File: src/rtl/mem_port_arbiter.sv
// mem_port_arbiter
// Shares one single-port synchronous RAM between the CPU instruction-fetch
// port (I) and the load/store port (D). The grant is combinational in the
// request cycle. The response is returned one cycle later to whichever port
// owned that access. Priority is either fixed (D over I, with starvation
// relief for I) or round-robin.
module mem_port_arbiter #(
    parameter int AW         = 32,
    parameter int DW         = 32,
    parameter int RR_MODE    = 0,
    parameter int STARVE_MAX = 4
) (
    input  logic          clk,
    input  logic          rst_n,
    input  logic          i_req,
    input  logic [AW-1:0] i_addr,
    output logic          i_gnt,
    output logic          i_rvalid,
    output logic [DW-1:0] i_rdata,
    input  logic          d_req,
    input  logic          d_we,
    input  logic [AW-1:0] d_addr,
    input  logic [DW-1:0] d_wdata,
    output logic          d_gnt,
    output logic          d_rvalid,
    output logic [DW-1:0] d_rdata,
    output logic [AW-1:0] m_addr,
    output logic [DW-1:0] m_d,
    output logic          m_we,
    input  logic [DW-1:0] m_q,
    output logic          busy
);

    localparam logic       OWN_I      = 1'b0;
    localparam logic       OWN_D      = 1'b1;
    localparam logic [3:0] STARVE_LIM = 4'(STARVE_MAX);

    logic       ready_q,      ready_d;
    logic       rr_last_q,    rr_last_d;
    logic [3:0] starve_cnt_q, starve_cnt_d;
    logic       resp_vld_q,   resp_vld_d;
    logic       resp_owner_q, resp_owner_d;
    logic       i_win;
    logic       d_win;

    // Pick at most one winner this cycle; nothing is granted until ready
    always_comb begin
        i_win = 1'b0;
        d_win = 1'b0;
        if (ready_q) begin
            if (i_req && d_req) begin
                if (RR_MODE != 0) begin
                    d_win = (rr_last_q == OWN_I);
                end else begin
                    d_win = (starve_cnt_q != STARVE_LIM);
                end
                i_win = !d_win;
            end else begin
                i_win = i_req;
                d_win = d_req;
            end
        end
    end

    assign i_gnt = i_win;
    assign d_gnt = d_win;

    // Steer the winning port onto the RAM; the fetch port never writes
    always_comb begin
        m_addr = '0;
        m_d    = '0;
        m_we   = 1'b0;
        if (d_win) begin
            m_addr = d_addr;
            m_d    = d_wdata;
            m_we   = d_we;
        end else if (i_win) begin
            m_addr = i_addr;
        end
    end

    // Next-state for ready, round-robin pointer, starvation counter and response tag
    always_comb begin
        ready_d      = 1'b1;
        rr_last_d    = rr_last_q;
        resp_owner_d = resp_owner_q;
        resp_vld_d   = i_win || d_win;
        if (i_win) begin
            rr_last_d    = OWN_I;
            resp_owner_d = OWN_I;
        end else if (d_win) begin
            rr_last_d    = OWN_D;
            resp_owner_d = OWN_D;
        end
        if (i_req && !i_win) begin
            starve_cnt_d = (starve_cnt_q == STARVE_LIM) ? STARVE_LIM : starve_cnt_q + 4'd1;
        end else begin
            starve_cnt_d = 4'd0;
        end
    end

    // State registers; reset discards any in-flight response
    always_ff @(posedge clk or negedge rst_n) begin
        if (!rst_n) begin
            ready_q      <= 1'b0;
            rr_last_q    <= OWN_I;
            starve_cnt_q <= 4'd0;
            resp_vld_q   <= 1'b0;
            resp_owner_q <= OWN_I;
        end else begin
            ready_q      <= ready_d;
            rr_last_q    <= rr_last_d;
            starve_cnt_q <= starve_cnt_d;
            resp_vld_q   <= resp_vld_d;
            resp_owner_q <= resp_owner_d;
        end
    end

    assign i_rvalid = resp_vld_q && (resp_owner_q == OWN_I);
    assign d_rvalid = resp_vld_q && (resp_owner_q == OWN_D);
    assign i_rdata  = i_rvalid ? m_q : '0;
    assign d_rdata  = d_rvalid ? m_q : '0;
    assign busy     = resp_vld_q;

endmodule

File: config.mk
export PLATFORM = sky130hd
export DESIGN_NAME = mem_port_arbiter
export DESIGN_NICKNAME = d
export VERILOG_FILES = /design/src/rtl/mem_port_arbiter.sv
export SDC_FILE = /design/constraint.sdc
export NUM_CORES = 1
export LEC_CHECK = 0
export CORE_AREA = 2 2 105 107
export DETAILED_ROUTE_END_ITERATION = 12
export DIE_AREA = 0 0 107 109
export PLACE_DENSITY = 0.63
export SLEW_MARGIN = 20
export SYNTH_ARGS = -nofsm -noshare
export SYNTH_HDL_FRONTEND = slang
export SYNTH_SLANG_ARGS = --single-unit
File: constraint.sdc
create_clock -name clk -period 3.5 [get_ports clk]
set_input_delay 0.7 -clock clk [delete_from_list [all_inputs] [get_ports clk]]
set_output_delay 0.7 -clock clk [all_outputs]
set_load 0.03 [all_outputs]
==> flow_summary.toml <==
[global_routing]
grt_util_met2_pct = 21.5
grt_pass1_vias = 2054
use_met1_pct = 15.9
busiest_layer = "met2"
gr-total-overflow = 0
grt_first_pass_wirelength_mm = 11.5
grt_max_degree = 67
antenna_found_initial = 0
grt_usage_pct = 12.2
grt_use_met3_pct = 2.63

[detailed_routing]
wirelength_mm = 8.44
viasPerCell = 3.97
wl_per_cell_um = 14.6
drt_first_pass_iters = 4
drc_errors = 0
final_antenna_net_count = 0
via_count = 2295
drt_iter0_drc = 127

[timing]
timing.setup.tns_ns = 0
finalClockSkew_ns = 0.00201
finalCritPeriodShare_pct = 87.2
setup_viol = 0
max_freq_ghz = 0.328
setup_slack_ns = 0.447
fin_crit_ns = 3.05
finalMaxSlewViolations = 0
hold_viol = 0
grt_setup_unrepaired = "no"

[logic_synthesis]
ys_ff_latch = 7
avgSynthCellArea_sq_um = 7.40
synth_cell_types = 24
yosysSeqAreaShare_pct = 13.0
synthesis.nets = 317
syn_area_sq_um = 1350
synthCells = 182
ys_warn_count = 0

[cts]
clk_path_buf_depth = 2
holdBufCountCts = 0
cts.sinks = 7
clockRootBuffer = "clkbuf_8"
htreeDepth = 1
cts_setup_buffers = 0
numCtsBuffers = 3
post_cts_resized = 0
cts_tree = "done"
clk_latency_ns = 0.23
path_clk_slew_ns = 0.04

[cells_and_area]
finalInstanceArea_sq_um = 4090
nets = 574
drive_above_1_share_pct = 18.5
antenna_cells = 0
areaGrowthSynthToFinish_pct = 203
layout_common_cells = "clkdlybuf4s50_1 (196), buf_4 (68), and2_1 (66), a22o_1 (32), and3_1 (32)"
stdcell_count = 578
layout_commonest_cell = "clkdlybuf4s50_1"

[critical_path]
worstSetupStartpoint = "i_req"
rr_worst_depth = 6
r2r_start = "starve_cnt_q[0]"
crit_type = "input port to primary output"
crit_fanout = 36
setup.worst_path.end_class = "primary output"
arrival_ns = 2.35
crit_required_ns = 2.80
start_kind = "input port"

[hold_path]
worstHoldStart = "starve_cnt_q[0]"
min_path_type = "flop to flop"
holdPathStages = 1

[power]
power.density_nw_per_um2 = 199
p_leak_uw = 0.00181
swShare_pct = 41.6
fin_total_pwr_uw = 811
switchingPower_uw = 338
intPower_uw = 474
power.combinational.fraction_pct = 74.8
power_frac_seq_pct = 11.2
pwr-share-clk_pct = 14.0
max-vdd-ir-drop_mv = 0.304

[placed_design]
dp_cells = 574
io_buffers = 266
gp_congestion = 0.807
dpl.hpwl_mm = 7.08
place_ws_ns = 0.472
dpl_cell_area_sq_um = 4040

[job]
drv_cap = 0

[floorplanning]
fp.dieH_um = 109
dieArea_sq_um = 11700
core_area_sq_um = 10600
ioPinCount = 267
fp.dieW_um = 107
rows = 38
start_util_pct = 12.7

[run_status]
status = "finished clean"
area by class of cell:
cell class / count / area (sq um)
inverter: 3 / 11.3
fill: 1066 / 6520
timing repair buffer: 271 / 2610
sequential: 7 / 175
multi-input combinational: 153 / 1070
clock buffer: 4 / 45.0
tap: 140 / 175
cells in the mapped netlist (all sizes together):
| cell | number | area, sq um |
|---|---|---|
| o21ba | 1 | 10.0 |
| nor2 | 4 | 15.0 |
| nand3b | 1 | 7.51 |
| inv | 3 | 11.3 |
| buf | 10 | 71.3 |
| clkbuf | 9 | 33.8 |
| o21a | 1 | 7.51 |
| nand2 | 4 | 15.0 |
| nand2b | 1 | 6.26 |
| and2 | 66 | 413 |
| ha | 2 | 25.0 |
| nor4b | 1 | 8.76 |
| nor2b | 1 | 6.26 |
| a22o | 32 | 280 |
| and3 | 32 | 200 |
| xnor2 | 1 | 8.76 |
| nand3 | 2 | 10.0 |
| conb | 1 | 3.75 |
| a41oi | 1 | 16.3 |
| dfrtp | 7 | 175 |
| a21oi | 2 | 21.3 |
state kept, by name, summed over array words and instances (netlist names):
register / cells
resp_owner_q: 1
busy: 1
ready_q: 1
starve_cnt_q: 4
worst paths after layout:
path                       slack [ns]              end
hold / removal                   0.49  starve_cnt_q[0]
max in group asynchronous        2.52  starve_cnt_q[1]
setup / recovery                 0.45       m_addr[22]
min in group asynchronous        0.74  starve_cnt_q[3]
hold reg to reg                  0.49  starve_cnt_q[0]
setup reg to reg                 1.77     resp_owner_q
stage by stage:
stage	utilization [%]	hold slack (ns)
6_report	38.5	0.494
5_1_grt	38.5	0.516
4_1_cts	38.5	0.497
3_5_place_dp	38.1	0.489
3_3_place_gp	38.1	0.483
2_1_floorplan	-	0.404
power groups by stage:
stage	clock (uW)	combinational (uW)	sequential (uW)
2_1_floorplan	0	277	94.7
5_1_grt	125	639	91.5
3_3_place_gp	0	607	92.1
3_5_place_dp	0	610	92.2
4_1_cts	119	612	91.0
6_report	114	606	91.0
worst max-delay path: stages:
cell	delay (ns)
clkdlybuf4s50_1	0.63
nand2_1	0.14
a21oi_4	0.11
buf_4	0.35
a22o_1	0.23
buf_4	0.17
kinds of logic (layout without fill, tap and decap cells):
kind of cell	after synthesis	in the layout	synth area share [%]
AOI/OAI and AO/OA	37	37	24.9
xor gates and xnor gates	1	1	0.651
adders and majority gates	2	2	1.86
buffers and inverters	22	278	8.64
DFF	7	7	13.0
other	1	1	0.279
and+or+nand+nor	112	112	50.7
layer usage:
layer	wire [um]	share of wire [%]
met1	3460	41
met2	4350	52
met3	565	6.7
met4	59	0.70
met5	0	0
(Power assumes the default switching activity.)
